==> config.mk <==
export PLATFORM = sky130hd
export DESIGN_NAME = psram_cfg_arb
export DESIGN_NICKNAME = d
export VERILOG_FILES = /design/src/rtl/psram_cfg_arb.sv
export SDC_FILE = /design/constraint.sdc
export NUM_CORES = 1
export LEC_CHECK = 0
export CORE_ASPECT_RATIO = 1.5
export CORE_MARGIN = 2
export CORE_UTILIZATION = 43
export DETAILED_ROUTE_END_ITERATION = 7
export GPL_TIMING_DRIVEN = 0
export PLACE_DENSITY = 0.78
export SYNTH_ARGS = -nofsm -noshare
export SYNTH_HDL_FRONTEND = slang
export SYNTH_SLANG_ARGS = --single-unit
==> constraint.sdc <==
create_clock -name clk_i -period 3.2 [get_ports clk_i]
set_clock_uncertainty 0.05 [all_clocks]
set_input_delay 0.64 -clock clk_i [delete_from_list [all_inputs] [get_ports clk_i]]
set_output_delay 0.64 -clock clk_i [all_outputs]
set_load 0.005 [all_outputs]
==> src/rtl/psram_cfg_arb.sv <==
`default_nettype none
// ============================================================================
// Module   : psram_cfg_arb
// Purpose  : Round-robin arbiter and sequencer sharing the single PSRAM core
//            config-register path between NUM_REQ requesters. Launches one
//            register read/write at a time, waits for the core done edge or
//            a timeout, returns the response and then enforces a CE-high gap.
// Revision : 1.0 - initial release
// ============================================================================
module psram_cfg_arb #(
    parameter int NUM_REQ = 3,     // number of requesters (2..8)
    parameter int GAP_CYC = 8,     // idle cycles after a response (0 allowed)
    parameter int TIMEOUT = 1024   // max cycles spent waiting for done (>=4)
) (
    input  logic                 clk_i,
    input  logic                 rst_i,
    input  logic                 arb_en_i,
    input  logic [NUM_REQ-1:0]   req_i,
    input  logic [NUM_REQ-1:0]   we_i,
    input  logic [8*NUM_REQ-1:0] addr_i,
    input  logic [8*NUM_REQ-1:0] wdata_i,
    output logic [NUM_REQ-1:0]   gnt_o,
    output logic [NUM_REQ-1:0]   rsp_valid_o,
    output logic                 rsp_err_o,
    output logic [7:0]           rdata_o,
    output logic                 busy_o,
    output logic                 core_en_o,
    output logic                 core_cflg_o,
    output logic                 core_cfg_wr_o,
    output logic                 core_cfg_rd_o,
    output logic [7:0]           core_ma_o,
    output logic [7:0]           core_data_o,
    input  logic                 core_done_i,
    input  logic [7:0]           core_rdata_i
);

    // ------------------------------------------------------------------------
    // Derived widths and constants
    // ------------------------------------------------------------------------
    localparam int C_IDX_W = $clog2(NUM_REQ);
    localparam int C_SUM_W = C_IDX_W + 1;          // holds last_gnt + NUM_REQ
    localparam int C_TMO_W = $clog2(TIMEOUT);
    localparam int C_GAP_W = (GAP_CYC > 1) ? $clog2(GAP_CYC) : 1;

    localparam logic [C_IDX_W-1:0] C_LAST_RST = C_IDX_W'(NUM_REQ - 1);
    localparam logic [C_SUM_W-1:0] C_NUM_REQ  = C_SUM_W'(NUM_REQ);
    localparam logic [C_TMO_W-1:0] C_TMO_LAST = C_TMO_W'(TIMEOUT - 1);
    localparam logic [C_GAP_W-1:0] C_GAP_LAST = C_GAP_W'(GAP_CYC - 1);

    typedef enum logic [1:0] {
        ST_IDLE  = 2'd0,
        ST_ISSUE = 2'd1,
        ST_WAIT  = 2'd2,
        ST_GAP   = 2'd3
    } state_t;

    // ------------------------------------------------------------------------
    // State
    // ------------------------------------------------------------------------
    state_t               state_q,     state_d;
    logic [C_IDX_W-1:0]   last_gnt_q,  last_gnt_d;
    logic                 we_q,        we_d;
    logic [7:0]           addr_q,      addr_d;
    logic [7:0]           wdata_q,     wdata_d;
    logic [C_TMO_W-1:0]   tmo_cnt_q,   tmo_cnt_d;
    logic [C_GAP_W-1:0]   gap_cnt_q,   gap_cnt_d;
    logic                 done_q,      done_d;
    logic [NUM_REQ-1:0]   rsp_valid_q, rsp_valid_d;
    logic                 rsp_err_q,   rsp_err_d;
    logic [7:0]           rdata_q,     rdata_d;

    // Arbitration scan results
    logic                 pick_found;
    logic [C_IDX_W-1:0]   pick_idx;
    logic [C_SUM_W-1:0]   scan_sum;
    logic [C_IDX_W-1:0]   scan_idx;

    // Misc decode
    logic                 done_rise;
    logic [NUM_REQ-1:0]   sel_onehot;

    // A done level already high on WAIT entry is not a completion: only a
    // fresh 0->1 transition counts.
    assign done_rise  = core_done_i & ~done_q;

    // The granted requester index lives in last_gnt for the whole transaction.
    assign sel_onehot = NUM_REQ'(1) << last_gnt_q;

    // Round-robin scan starting one past the previous winner, wrapping at NUM_REQ.
    always_comb begin
        pick_found = 1'b0;
        pick_idx   = last_gnt_q;
        scan_sum   = '0;
        scan_idx   = '0;
        for (int i = 1; i <= NUM_REQ; i++) begin
            scan_sum = {1'b0, last_gnt_q} + C_SUM_W'(i);
            if (scan_sum >= C_NUM_REQ) begin
                scan_sum = scan_sum - C_NUM_REQ;
            end
            scan_idx = scan_sum[C_IDX_W-1:0];
            if (!pick_found && req_i[scan_idx]) begin
                pick_found = 1'b1;
                pick_idx   = scan_idx;
            end
        end
    end

    // Next-state, counters, command latch and response generation.
    always_comb begin
        state_d     = state_q;
        last_gnt_d  = last_gnt_q;
        we_d        = we_q;
        addr_d      = addr_q;
        wdata_d     = wdata_q;
        tmo_cnt_d   = tmo_cnt_q;
        gap_cnt_d   = gap_cnt_q;
        done_d      = core_done_i;
        rsp_valid_d = '0;
        rsp_err_d   = 1'b0;
        rdata_d     = rdata_q;

        case (state_q)
            ST_IDLE: begin
                if (arb_en_i && pick_found) begin
                    last_gnt_d = pick_idx;
                    we_d       = we_i[pick_idx];
                    addr_d     = addr_i[{pick_idx, 3'b000} +: 8];
                    wdata_d    = wdata_i[{pick_idx, 3'b000} +: 8];
                    state_d    = ST_ISSUE;
                end
            end

            ST_ISSUE: begin
                tmo_cnt_d = '0;
                state_d   = ST_WAIT;
            end

            ST_WAIT: begin
                // Completion takes precedence over a coincident timeout.
                if (done_rise || (tmo_cnt_q == C_TMO_LAST)) begin
                    rsp_valid_d = sel_onehot;
                    rsp_err_d   = ~done_rise;
                    if (done_rise && !we_q) begin
                        rdata_d = core_rdata_i;
                    end
                    gap_cnt_d = '0;
                    state_d   = (GAP_CYC == 0) ? ST_IDLE : ST_GAP;
                end else begin
                    tmo_cnt_d = tmo_cnt_q + 1'b1;
                end
            end

            ST_GAP: begin
                // The response pulse coincides with the first GAP cycle.
                if (gap_cnt_q == C_GAP_LAST) begin
                    state_d = ST_IDLE;
                end else begin
                    gap_cnt_d = gap_cnt_q + 1'b1;
                end
            end

            default: begin
                state_d = ST_IDLE;
            end
        endcase
    end

    // State register; reset abandons any in-flight core transaction.
    always_ff @(posedge clk_i) begin
        if (rst_i) begin
            state_q     <= ST_IDLE;
            last_gnt_q  <= C_LAST_RST;
            we_q        <= 1'b0;
            addr_q      <= 8'h00;
            wdata_q     <= 8'h00;
            tmo_cnt_q   <= '0;
            gap_cnt_q   <= '0;
            done_q      <= 1'b0;
            rsp_valid_q <= '0;
            rsp_err_q   <= 1'b0;
            rdata_q     <= 8'h00;
        end else begin
            state_q     <= state_d;
            last_gnt_q  <= last_gnt_d;
            we_q        <= we_d;
            addr_q      <= addr_d;
            wdata_q     <= wdata_d;
            tmo_cnt_q   <= tmo_cnt_d;
            gap_cnt_q   <= gap_cnt_d;
            done_q      <= done_d;
            rsp_valid_q <= rsp_valid_d;
            rsp_err_q   <= rsp_err_d;
            rdata_q     <= rdata_d;
        end
    end

    // ------------------------------------------------------------------------
    // Outputs: all decoded from registered state, so none depend on inputs
    // combinationally.
    // ------------------------------------------------------------------------
    assign busy_o        = (state_q != ST_IDLE);
    assign gnt_o         = (state_q == ST_ISSUE) ? sel_onehot : '0;
    assign core_cfg_wr_o = (state_q == ST_ISSUE) &  we_q;
    assign core_cfg_rd_o = (state_q == ST_ISSUE) & ~we_q;
    assign core_en_o     = busy_o;
    assign core_cflg_o   = busy_o;
    assign core_ma_o     = addr_q;
    assign core_data_o   = wdata_q;
    assign rsp_valid_o   = rsp_valid_q;
    assign rsp_err_o     = rsp_err_q;
    assign rdata_o       = rdata_q;

endmodule
`default_nettype wire
== After elaboration in Yosys (flattened, before gate mapping) ==
Cells that the tools add are included.
Widths: inputs -> output; s select.

* Flip-flop bits (word level): 47
* Input port bits: 66
* Output and inout bits: 36
* Word-level logic and storage cells: 92

* $add $sub $neg: 8
* Order comparisons: 7
* Equal/unequal tests: 10
* Shift operators: 3
* Muxes and demuxes: 27
* Bitwise gates (word level): 8
* Reduce and logical (&&, ||, !) cells: 18

{| class="wikitable"
|+ Operators by type and width
! kind !! number
|-
| $shiftx 24x6->8 || 2
|-
| $pmux 10 s2 || 1
|-
| $mux 2 || 9
|-
| $lt 2x3->1 const B || 4
|-
| $add 10x1->10 const B || 1
|-
| $eq 10x10->1 const B || 1
|-
| $mux 10 || 1
|-
| $ne 2x2->1 const B || 5
|-
| $ge 3x2->1 const B || 3
|-
| $mux 3 || 3
|-
| $reduce_and 3->1 || 3
|-
| $bmux 1 s2 || 4
|-
| $pmux 2 s4 || 1
|-
| $mux 1 || 7
|-
| $add 2x2->3 const B || 2
|-
| $pmux 3 s2 || 1
|-
| $reduce_bool 2->1 || 3
|-
| $sub 2x2->2 const B || 3
|-
| $not 1->1 || 5
|-
| $eq 2x2->1 const B || 2
|-
| $logic_and 1x1->1 || 4
|-
| $reduce_and 2->1 || 2
|-
| $add 2x1->3 const B || 1
|-
| $add 3x1->3 const B || 1
|-
| 8 further kinds || 12
|}

== Logic depth before layout (Yosys ltp) ==
* Depth after elaboration: 15
* Depth in mapped cells: 11
* Mapped depth without buffers: 8

== Worst setup path after synthesis ==
OpenSTA, ideal clock, no wires.

* Path kind: register -> register
* From: register last_gnt_q[0]
* To: register wdata_q[0] (netlist: core_data_o[0])
* Library setup time: 79 ps
* Data arrival time: 2477 ps
* Required time: 3071 ps
* Setup slack: 594 ps
* Stages on the path, launching flop included: 12
* Buffers on the path: 3
* Clock period less this slack: 2606 ps
* Cell sequence: dfxtp_1 -> inv_1 -> ha_1 -> buf_2 -> nor3b_1 -> a21oi_2 -> nand2_1 -> nand2_1 -> or4_4 -> buf_6 -> buf_6 -> o221ai_2

* Longest elaborated chain between the ends: 14
* Elaborated cells on any way between the ends: 31
* Classes of those cells: add/sub (6); order compare (3); shift (1); mux (15); reduce/logical (6)

{| class="wikitable"
|+ RTL lines
! what !! RTL line !! text
|-
| from (decl) || 61 || <nowiki>logic [C_IDX_W-1:0] last_gnt_q, last_gnt_d;</nowiki>
|-
| from (signal assigned) || 184 || <nowiki>last_gnt_q <= last_gnt_d;</nowiki>
|-
| parallel branches: the longest is 14 deep, another holds $add 2x1->3 || - ||
|-
| to (signal assigned) || 187 || <nowiki>wdata_q <= wdata_d;</nowiki>
|-
| to (decl) || 64 || <nowiki>logic [7:0] wdata_q, wdata_d;</nowiki>
|}

Parallel ways; which one is timed is not known. The select of a mux whose other input is x is not followed.
A chain may end at the register's enable or synchronous reset.

== Worst setup path after layout ==
* From: register last_gnt_q[0]
* To: register wdata_q[7] (netlist: core_data_o[7])

The elaborated chain is that of the path after synthesis.

==> flow_metrics.tcl <==
set metrics [dict create \
    holdCritPathClass "register to register" \
    combPwrFrac 0.527 \
    cts_tree "yes" \
    synth_seq_area_share 0.3719 \
    power.switching_uw 862.7 \
    cts-htree-levels 2 \
    synth_xor_area_frac 0.01385 \
    avgSynthCellArea_um2 9.100 \
    start_kind "register" \
    cts_root_buf "clkbuf_8" \
    syn_area_um2 2530 \
    fin_cells 457 \
    fmax_mhz 342.0 \
    ys_warn_count 0 \
    placed_cell_area_um2 3621 \
    p_clk_frac 0.147 \
    fin_crit_ps 2924 \
    ys_ff_latch 47 \
    place_hpwl_um 5057 \
    syn-num-nets 357 \
    synthDistinctLibCells 40 \
    swShare 0.3619 \
    pwr-share-seq 0.327 \
    ir_drop_v 0.0002866 \
    cts_max_path_buffers 2 \
    port_buffers 100 \
    overflow 0 \
    synth-edff-count 0 \
    cts_sinks 47 \
    tightestPinTransition_ps 831.3 \
    rows 34 \
    synthAdderAreaFrac 0.06429 \
    maxCapViolations 0 \
    dp.cells 450 \
    cp.required_ps 3340 \
    fp.dieW_um 66.63 \
    fin_nets 464 \
    drt_wl_total_um 6405 \
    vias 2333 \
    syn_inst 278 \
    antennaDiodeCount 0 \
    drt-initial-drc-count 62 \
    synth_compound_area_frac 0.1672 \
    rsz0062_at_grt "false" \
    grtUsageTotal 0.2021 \
    place_congestion 0.8017 \
    power_leakage_uw 0.001485 \
    drive_above_1_share 0.09351 \
    grt_max_degree 15 \
    synth-simple-area-share 0.1731 \
    maxSlewHeadroom 0.4428 \
    clk_latency_ps 300 \
    fin_area_um2 3707 \
    tns_ps 0 \
    dieArea_um2 6526 \
    p_int_uw 1521 \
    ios 102 \
    synth.mux.area_fraction 0.1340 \
    period_share 0.9137 \
    finalSetupViolCount 0 \
    grt_antenna_before_repair 0 \
    synthArstFlopShare 0 \
    slew_violations 0 \
    ant_nets 0 \
    synth_common_cells "dfxtp_1 (47), inv_1 (29), mux2i_1 (29), nand2_1 (29), nor2_1 (22)" \
    yosysTopAreaCell "dfxtp_1" \
    grt_pass1_wl_um 10500 \
    grt_pass1_vias 2333 \
    cts_hold_buf 0 \
    die_h_um 97.94 \
    yosysMostFrequentCell "dfxtp_1" \
    hold-worst-slack_ps 421.7 \
    wl_per_cell_um 14.02 \
    synth_top_area_frac 0.3719 \
    cts.clk_slew.worst_paths_ps 90 \
    synth_flop_cell "dfxtp_1" \
    synth.area.top_cells "dfxtp_1 (37%), mux2i_1 (11%), ha_1 (6.4%), o221ai_2 (5.9%), inv_1 (4.3%)" \
    fillers 495 \
    path_max_fanout 10 \
    setup.worst_path.class "register to register" \
    first_pass_iters 4 \
    finalHoldViolations 0 \
    crit_arrival_ps 3060 \
    outcome "finished, final reports clean" \
    synth_top_family_by_area "simple AND/OR/NAND/NOR gates" \
    syn2layout_area_growth_pct 46.54 \
    powerDensity_nw_per_um2 642.9 \
    drc 0 \
    start_util 0.4405 \
    core_um2 5743 \
    numCtsBuffers 5 \
    vias_per_cell 5.105 \
    end_kind "register" \
]
==> metal layers <==
metal | GRT usage | routed length, µm | up-vias
li1 | - | - | 1174
met1 | 0.2159 | 2528 | 1062
met2 | 0.3800 | 3236 | 91
met3 | 0.04147 | 549 | 6
met4 | 0.06593 | 91 | 0
met5 | 0 | 0 | -
==> flip-flops by register name, summed over array words and instances (netlist names) <==
name and flops:
rsp_valid_o 3, last_gnt_q 2, state_q 2, rdata_o 8, gap_cnt_q 3, core_data_o 8
tmo_cnt_q 10, core_ma_o 8, rsp_err_o 1, done_q 1, we_q 1
==> kinds of logic (layout without fill, tap and decap cells) <==
logic type,count (synthesis),in the layout
buffers and inverters,43,150
AOI/OAI and AO/OA,48,48
muxes,33,33
and+or+nand+nor,90,90
adders and majority gates,13,13
DFF,47,47
xor gates and xnor gates,4,4
==> final timing paths <==
kind / startpoint / endpoint / slack [ps] / cells past startpoint
worst max-delay path: last_gnt_q[0] / core_data_o[7] / 280 / 11
worst min-delay path: core_ma_o[0] / core_ma_o[0] / 420 / 2
worst max register to register: last_gnt_q[0] / core_data_o[7] / 280 / 11
worst min register to register: core_ma_o[0] / core_ma_o[0] / 420 / 2
==> layout by cell type, fill, tap and decap left out, types with 4 or more instances in the layout <==
master and n:
nor2_1 22, a21oi_1 12, o221ai_1 7, dfxtp_1 47
nand3_1 9, clkbuf_8 5, clkdlybuf4s50_1 100, a31oi_1 4
o221ai_2 10, clkbuf_1 5, nand2_1 29, ha_1 13
mux2i_1 29, nand4_1 4, and2_1 9, nand2b_1 5
xor2_1 4, inv_1 29
==> power by group through the flow <==
stage / combinational (µW) / sequential [µW] / clock, µW
finish: 1260 / 778 / 349
global placement: 1230 / 788 / 0
detailed placement: 1250 / 793 / 0
CTS: 1260 / 780 / 361
global route: 1370 / 794 / 381
floorplan: 749 / 792 / 0
==> area by class of cell <==
class / instances / area [µm²] / share of cell area
timing repair buffer: 100 / 1001 / 0.2700
tap: 72 / 90.09 / 0.02430
inverter: 29 / 108.9 / 0.02936
clock inverter: 2 / 13.76 / 0.003712
clock buffer: 5 / 68.82 / 0.01856
sequential: 47 / 940.9 / 0.2538
multi-input combinational: 188 / 1398 / 0.3770
buffer: 14 / 86.33 / 0.02329
==> worst max-delay path, cell delays in order, from the launching register on <==
cell      delay, ps
dfxtp_1         440
inv_1           180
ha_1            360
buf_2           190
nor3b_1         270
a21oi_2          90
nand2b_1        160
a31oi_1         160
clkbuf_4        250
buf_4           250
mux2i_1         290
o221ai_2        130
==> metrics by stage <==
stage | power [µW] | util | setup WS [ps]
after detailed placement | 2048 | 0.6305 | -22.46
after CTS | 2399 | 0.6449 | 162.5
after floorplan | 1541 | - | 594.0
final | 2384 | 0.6455 | 276.2
after global placement | 2017 | 0.6305 | 23.67
after global routing | 2549 | 0.6455 | 33.30
==> what timing repair did <==
action / in CTS / in global routing
endpoints found under the setup margin: 0 / 10
resized for setup: 0 / 3
buffers inserted: 0 / 0
Note: power is estimated with default switching activity, not from simulation.
